### config.mk
export PLATFORM = sky130hd
export DESIGN_NAME = hwag_ign_channel
export DESIGN_NICKNAME = d
export VERILOG_FILES = /design/src/rtl/hwag_pkg.sv /design/src/rtl/hwag_angle_sub_wrap.sv /design/src/rtl/hwag_ign_channel.sv
export SDC_FILE = /design/constraint.sdc
export NUM_CORES = 1
export LEC_CHECK = 0
export CAP_MARGIN = 20
export CELL_PAD_IN_SITES_DETAIL_PLACEMENT = 1
export CELL_PAD_IN_SITES_GLOBAL_PLACEMENT = 1
export CORE_AREA = 2 2 135 203
export CTS_BUF_LIST = sky130_fd_sc_hd__clkbuf_4 sky130_fd_sc_hd__clkbuf_8 sky130_fd_sc_hd__clkbuf_16
export DETAILED_ROUTE_END_ITERATION = 16
export DIE_AREA = 0 0 137 205
export GPL_TIMING_DRIVEN = 1
export PLACE_DENSITY = 0.84
export SYNTH_ARGS = -nofsm -noshare
export SYNTH_HDL_FRONTEND = slang
export SYNTH_SLANG_ARGS = --single-unit
### constraint.sdc
create_clock -name clk -period 18.2 [get_ports clk]
set_input_delay 3.64 -clock clk [delete_from_list [all_inputs] [get_ports clk]]
set_output_delay 3.64 -clock clk [all_outputs]
set_load 0.03 [all_outputs]
### src/rtl/hwag_pkg.sv
// Shared types and widths for the angle generator and its downstream channels.
package hwag_pkg;
  localparam int HWAG_AW = 24;
  localparam int HWAG_DW = 24;

  typedef enum logic [1:0] {
    IDLE    = 2'd0,
    ARMED   = 2'd1,
    CHARGE  = 2'd2,
    HOLDOFF = 2'd3
  } ign_state_t;
endpackage

### src/rtl/hwag_angle_sub_wrap.sv
// Wrap-around angle subtract: set = ign - d modulo (top+1), d = min(delta, top).
module hwag_angle_sub_wrap #(
  parameter int AW = 24
) (
  input  logic [AW-1:0] ign_i,
  input  logic [AW-1:0] delta_i,
  input  logic [AW-1:0] top_i,
  output logic [AW-1:0] set_o,
  output logic [AW-1:0] d_o
);
  always_comb begin
    d_o = (delta_i > top_i) ? top_i : delta_i;
    // The wrapped result is always below top+1, so the carry bit of the
    // (AW+1)-bit sum is always discarded and AW-bit arithmetic is exact.
    if (d_o > ign_i)
      set_o = ign_i + top_i + AW'(1) - d_o;
    else
      set_o = ign_i - d_o;
  end
endmodule

### src/rtl/hwag_ign_channel.sv
// One ignition coil channel: charges from (spark - delta) to spark angle with
// counter wrap handling and a maximum dwell limit.
module hwag_ign_channel
  import hwag_pkg::*;
#(
  parameter int AW = HWAG_AW,
  parameter int DW = HWAG_DW
) (
  input  logic          clk,
  input  logic          rst,
  input  logic          ena,
  input  logic          hwag_start,
  input  logic [AW-1:0] acnt,
  input  logic [AW-1:0] acnt_top,
  input  logic [AW-1:0] ign_angle,
  input  logic [AW-1:0] delta_angle,
  input  logic          upd,
  input  logic [DW-1:0] max_dwell,
  output logic          coil_out,
  output logic          spark,
  output logic          dwell_flt,
  output logic          cfg_err
);
  ign_state_t    state_q, state_d;
  logic [AW-1:0] shd_ign_q, shd_ign_d, shd_dlt_q, shd_dlt_d;
  logic [AW-1:0] act_ign_q, act_ign_d, act_dlt_q, act_dlt_d;
  logic [DW-1:0] timer_q, timer_d, timer_inc;
  logic          coil_q, coil_d, spark_q, spark_d, flt_q, flt_d, cfg_q, cfg_d;
  logic [AW-1:0] set_angle, d_clip;
  logic          run, copy, at_ign, bad_ign;

  hwag_angle_sub_wrap #(.AW(AW)) u_wrap (
    .ign_i   (act_ign_q),
    .delta_i (act_dlt_q),
    .top_i   (acnt_top),
    .set_o   (set_angle),
    .d_o     (d_clip)
  );

  always_comb begin
    state_d   = state_q;
    timer_d   = timer_q;
    spark_d   = 1'b0;
    flt_d     = 1'b0;
    copy      = 1'b0;
    run       = ena & hwag_start;
    at_ign    = (acnt == act_ign_q);
    bad_ign   = (act_ign_q > acnt_top);
    timer_inc = (timer_q == '1) ? timer_q : timer_q + DW'(1);

    if (!run) begin
      state_d = IDLE;
    end else begin
      case (state_q)
        IDLE: begin
          state_d = ARMED;
          copy    = 1'b1;
        end
        ARMED: begin
          if (!bad_ign && d_clip != '0 && acnt == set_angle) begin
            state_d = CHARGE;
            timer_d = '0;
          end
        end
        CHARGE: begin
          // timer_inc counts the current CHARGE cycle, so the coil is held
          // for exactly max_dwell clocks before a forced release.
          timer_d = timer_inc;
          if (at_ign) begin
            state_d = ARMED;
            copy    = 1'b1;
            spark_d = 1'b1;
          end else if (max_dwell != '0 && timer_inc == max_dwell) begin
            state_d = HOLDOFF;
            flt_d   = 1'b1;
          end
        end
        HOLDOFF: begin
          if (at_ign) begin
            state_d = ARMED;
            copy    = 1'b1;
          end
        end
        default: state_d = IDLE;
      endcase
    end

    // Shadow next-state feeds the copy so an upd on the copy cycle bypasses.
    shd_ign_d = upd ? ign_angle   : shd_ign_q;
    shd_dlt_d = upd ? delta_angle : shd_dlt_q;
    act_ign_d = copy ? shd_ign_d : act_ign_q;
    act_dlt_d = copy ? shd_dlt_d : act_dlt_q;
    cfg_d     = (state_d != IDLE) && (act_ign_d > acnt_top);
    coil_d    = (state_d == CHARGE);
  end

  always_ff @(posedge clk) begin
    if (!rst) begin
      state_q   <= IDLE;
      shd_ign_q <= '0;
      shd_dlt_q <= '0;
      act_ign_q <= '0;
      act_dlt_q <= '0;
      timer_q   <= '0;
      coil_q    <= 1'b0;
      spark_q   <= 1'b0;
      flt_q     <= 1'b0;
      cfg_q     <= 1'b0;
    end else begin
      state_q   <= state_d;
      shd_ign_q <= shd_ign_d;
      shd_dlt_q <= shd_dlt_d;
      act_ign_q <= act_ign_d;
      act_dlt_q <= act_dlt_d;
      timer_q   <= timer_d;
      coil_q    <= coil_d;
      spark_q   <= spark_d;
      flt_q     <= flt_d;
      cfg_q     <= cfg_d;
    end
  end

  assign coil_out  = coil_q;
  assign spark     = spark_q;
  assign dwell_flt = flt_q;
  assign cfg_err   = cfg_q;
endmodule

# After elaboration in Yosys (flattened, before gate mapping)
# Index checks and enable logic that the tools add are counted.
op_classes:
  addsub: 5
  n_lt_le_gt_ge: 4
  eq_ne: 9
  n_mux: 18
  bitwise_logic: 4
  n_reduce_logical: 14
op_table:
  columns: ["op", "count"]
  rows:
  - ["$mux W24", 7]
  - ["$gt A24 B24 Y1", 4]
  - ["$eq A24 B24 Y1", 3]
  - ["$add A24 B1 Y24 const B", 2]
  - ["$pmux W24 S2", 1]
  - ["$reduce_bool A24 Y1", 2]
  - ["$sub A24 B24 Y24", 2]
  - ["$add A24 B24 Y24", 1]
  - ["$eq A24 B24 Y1 const B", 1]
  - ["$mux W2", 5]
  - ["$pmux W2 S4", 1]
  - ["$eq A2 B2 Y1 const B", 3]
  - ["$reduce_and A3 Y1", 2]
  - ["$logic_and A1 B1 Y1", 4]
  - ["$reduce_bool A2 Y1", 2]
  - ["$reduce_or A4 Y1", 1]
  - ["$mux W1", 3]
  - ["$not A1 Y1", 3]
  - ["$eq A2 B1 Y1 const B", 1]
  - ["$logic_not A2 Y1", 1]
  - ["$ne A2 B2 Y1 const B", 1]
  - ["$pmux W1 S2", 1]
  - ["$reduce_or A2 Y1", 1]
  - ["$and A1 B1 Y1", 1]
  - ["$logic_not A1 Y1", 1]
word_totals:
  ff_bits: 126
  in_bits: 125
  output_inout_bits: 4
  wordCells: 64

# Longest topological paths before layout
depth:
  word_depth: 11
  mapped_depth: 28

# Hierarchy
# A second synthesis with hierarchy kept.
hier_totals:
  hier_cells: 1518
  area_unflattened_um2: 12662.1
modules_own_cells:
  columns: ["mod", "instances", "cells_per_inst", "area_each_um2", "seq_area_each_um2"]
  rows:
  - ["hwag_ign_channel", 1, 936, 8202.9, 2522.4]
  - ["hwag_angle_sub_wrap", 1, 582, 4459.3, 0.0]

# Least setup slack after synthesis
# Ideal clock, no wire load.
synth_timing:
  kind: "input to register"
  from: "input port acnt_top[21]"
  to: "register timer_q[0]"
  setup_time_ns: 0.139
  arrival_time_ns: 9.233
  required_time_ns: 18.061
  setup_slack_ns: 8.828
  cell_stages: 27
  path_buffers: 1
  cell_sequence: "inv_1 ha_1 nand4_1 or2_2 o22ai_1 nor2_1 nand2b_1 nand2_1 clkbuf_1 mux2_2 inv_1 fa_1 inv_1 ha_1 or2_2 fa_1 a211oi_1 o211ai_2 a31oi_1 xor2_1 a211o_1 a2111oi_0 nor3_1 a2111o_1 nor4_2 and3_2 a311oi_1"
synth_between:
  elab_chain_cells: 8
synth_rtl:
  columns: ["element", "line_no", "text"]
  rows:
  - ["from (decl)", "hwag_ign_channel.sv:14", "input logic [AW-1:0] acnt_top,"]
  - ["$add A24 B24 Y24 or $gt A24 B24 Y1 (tied branches)", "hwag_angle_sub_wrap.sv:16, hwag_angle_sub_wrap.sv:12", null]
  - ["$add A24 B1 Y24 or $mux W24 (tied branches)", "hwag_angle_sub_wrap.sv:16, hwag_angle_sub_wrap.sv:12", null]
  - ["$sub A24 B24 Y24, or another cell as far along", "hwag_angle_sub_wrap.sv:16", "set_o = ign_i + top_i + AW'(1) - d_o;"]
  - ["$mux W24", "hwag_angle_sub_wrap.sv:15", "if (d_o > ign_i)"]
  - ["$eq A24 B24 Y1", "hwag_ign_channel.sv:60", "if (!bad_ign && d_clip != '0 && acnt == set_angle) begin"]
  - ["$logic_and A1 B1 Y1 *", "hwag_ign_channel.sv:60", null]
  - ["$ne A2 B2 Y1 (no source line) *", null, null]
  - ["$reduce_and A3 Y1 (no source line) *", null, null]
  - ["to (signal assigned)", "hwag_ign_channel.sv:115", "timer_q <= timer_d;"]
  - ["to (decl)", "hwag_ign_channel.sv:27", "logic [DW-1:0] timer_q, timer_d, timer_inc;"]
# Mark *: on every way between the ends. The rest lies on a longest branch, timed or not.
# A chain may end at the register's enable or synchronous reset.

# Worst setup path in the final report
layout_timing:
  from: "input port acnt_top[22]"
  to: "register timer_q[0]"
# The elaborated chain is that of the path after synthesis.

==> flow_summary.ini <==
[outcome]
status = complete, no violations

[floorplan]
rows = 73
dieArea_sq_um = 28100
die_h_microns = 205
ios = 129
coreArea_sq_um = 26300
start_util = 0.464
dieWidth_microns = 137

[setup_path]
r2r-start = act_dlt_q[19]
arrival_ns = 12.02
r2r_slack_ns = 9.97
end_kind = flip-flop
reg2reg_to = timer_q[0]
cp_max_fo = 28
crit_type = input pin to flip-flop
reg2reg_depth = 26
cp-start-kind = input pin
required_ns = 18.46

[timing]
grt_setup_unrepaired = no
worst_slew_pin_slew_ns = 0.952
finalSetupTns_ns = 0
max_freq_ghz = 0.0850
finalSetupViolCount = 0
maxSlewViolCount = 0
finClkSkew_ns = 0.0118
hold_violations = 0
timing.hold.ws_ns = 0.490
fin_crit_ns = 11.76
relSlewSlack = 0.360
setup_slack_ns = 6.44
finalCritPeriodShare = 0.646

[detailed_routing]
wl_microns = 46300
wl_met1_microns = 18100
viasPerCell = 6.21
dr.pass1.iters = 5
post_drt_wl_per_cell_microns = 22.8
met3_length_microns = 1380
ant_nets = 0
drc_errors = 0
top_layer = met4
routed-wl-met2_microns = 23300
via_count = 12600
drtIter0Drc = 623

[clock_network]
clk_latency_ns = 0.43
htreeDepth = 4
cts_inserted_buffers = 17
clkTransAtPathRegs_ns = 0.06
clk_path_buf_depth = 2
post_cts_buffers = 0
cts-root-buf = clkbuf_16
cts_tree = built
ctsHoldBuffers = 0
cts_resized = 0
clkSinkCount = 126

[placed_design]
place_inst = 2003
port_buffers = 128
gp_congestion = 0.946
dp_slack_ns = 6.22
placed_area_sq_um = 13700
dp_hpwl_microns = 37400

[synth]
ys_seq_area_frac = 0.207
syn_area_sq_um = 12200
synth_common_cells = nor2_1 (171), dfxtp_1 (126), ha_1 (123)
yosysWarnings = 0
ys_ff_latch = 126
synthDistinctLibCells = 84
synth_area_leaders = dfxtp_1 (21%), ha_1 (13%), nor2_1 (5.3%), xnor2_1 (5.1%), mux2i_1 (4.8%)
syn_nets = 1864
synth.most_common_cell = nor2_1
synth_largest_area_cell = dfxtp_1
netlist_instances = 1593
syn_avg_cell_area_sq_um = 7.67
netlist.area_leader.share = 0.207
ys.flop_type = dfxtp_1
async_flop_share = 0
synth_edf_count = 0

[grt]
grt_pass1_wl_microns = 72300
grt_max_degree = 81
grt_pass1_vias = 13500
grt-ovfl-total = 0
track_usage = 0.335
antenna_found_initial = 0

[finish]
stdcell_count = 2035
layout-drive-gt1-share = 0.0448
syn_to_final_growth_pct = 17.1
fill_cells = 3248
nets = 1956
antennaDiodeCount = 0
final_cell_area_sq_um = 14300

[power]
ir_worst_vdd_v = 0.0000893
leakagePower_nw = 6.11
p_per_area_nw_per_um2 = 83.4

[min_path]
hold_path.class = flip-flop to flip-flop
min_to = shd_ign_q[1]
hold_start = shd_ign_q[1]
hold_depth = 2

[run]
drv_cap = 0
[routing by layer]
metal  GRT usage  vias up
met5           0        -
met2       0.592      381
met1       0.369     6222
met4       0.234        0
li1            -     5884
met3      0.0324      150
[final cells by class]
type                    count  area, sq um  share of cell area
well taps                 337          422              0.0295
multi-input cells        1284         8960               0.627
repair buffers            138         1350              0.0945
clock inverters            14          158              0.0110
inverters                 118          443              0.0310
clock buffers              18          439              0.0307
flip-flops and latches    126         2520               0.176
[worst max-delay path: stages]
cell and delay (ns):
clkdlybuf4s50_1 0.65, inv_1 0.18, ha_1 0.34, nand4_1 0.15, nor3_1 0.42, o21ai_0 0.16, a21oi_1 0.39, nand2b_1 0.17
nand2_1 0.41, buf_4 0.41, mux2_2 0.27, inv_1 0.05, fa_1 0.51, inv_1 0.05, ha_1 0.20, or2_2 0.31
fa_1 0.43, a211oi_1 0.49, o211ai_2 0.21, a31oi_1 0.26, xor2_1 0.11, a211o_1 0.30, a2111oi_0 0.46, nor3_1 0.16
a2111o_1 0.38, nor4_2 0.48, and3_2 0.30, a311oi_1 0.11
[cell usage in the layout (no fill, tap or decap), types with 27 or more instances in the layout]
cell             synthesis  final
nand4_1                 35     35
clkdlybuf4s50_1          0    127
mux2i_1                 59     59
nor4_1                  32     32
xor2_1                  42     42
xnor2_1                 71     71
and2_1                  35     35
inv_1                  117    117
nand3_1                 48     48
a21o_1                  27     27
nor2_1                 171    171
nand2_1                122    122
nor3_1                  33     33
dfxtp_1                126    126
a21oi_1                111    111
o21ai_0                 95     95
a211oi_1                40     40
ha_1                   123    123
[sequential cells by signal, indices dropped and copies added (netlist names)]
name       count
shd_ign_q     24
dwell_flt      1
timer_q       24
state_q        2
coil_out       1
spark          1
shd_dlt_q     24
act_dlt_q     24
act_ign_q     24
cfg_err        1
[through the flow]
step	utilization	power (mW)
2_1_floorplan	-	0.669
3_3_place_gp	0.521	0.821
3_5_place_dp	0.521	0.839
4_1_cts	0.544	1.18
5_1_grt	0.544	1.26
6_report	0.544	1.19
[report_power, final]
group          total (mW)  internal, mW  switching [mW]  leakage [nW]
Clock               0.343         0.207           0.135         0.289
Combinational       0.548         0.215           0.333          4.79
Sequential          0.302         0.288          0.0141          1.03
[logic make-up (layout without fill, tap and decap cells)]
group                    Yosys count  count (layout)  synth area share
AO/OA/AOI/OAI                    404             404             0.213
XOR/XNOR                         113             113            0.0810
adder cells (fa/ha/maj)          146             146             0.164
buffers and inverters            183             288            0.0599
flip-flops                       126             126             0.207
multiplexers                      64              64            0.0530
AND/OR/NAND/NOR                  557             557             0.223
[worst max path at each step]
stage	depth (start not counted)	startpoint	slack (ns)	endpoint
finish	28	acnt_top[22]	6.44	timer_q[0]
global placement	28	acnt_top[22]	6.42	timer_q[0]
global route	29	acnt_top[22]	6.07	timer_q[2]
floorplan	27	acnt_top[21]	8.83	timer_q[0]
CTS	28	acnt_top[22]	6.59	timer_q[0]
detailed placement	28	acnt_top[22]	6.22	timer_q[0]
Note: power is estimated with default switching activity, not from simulation.
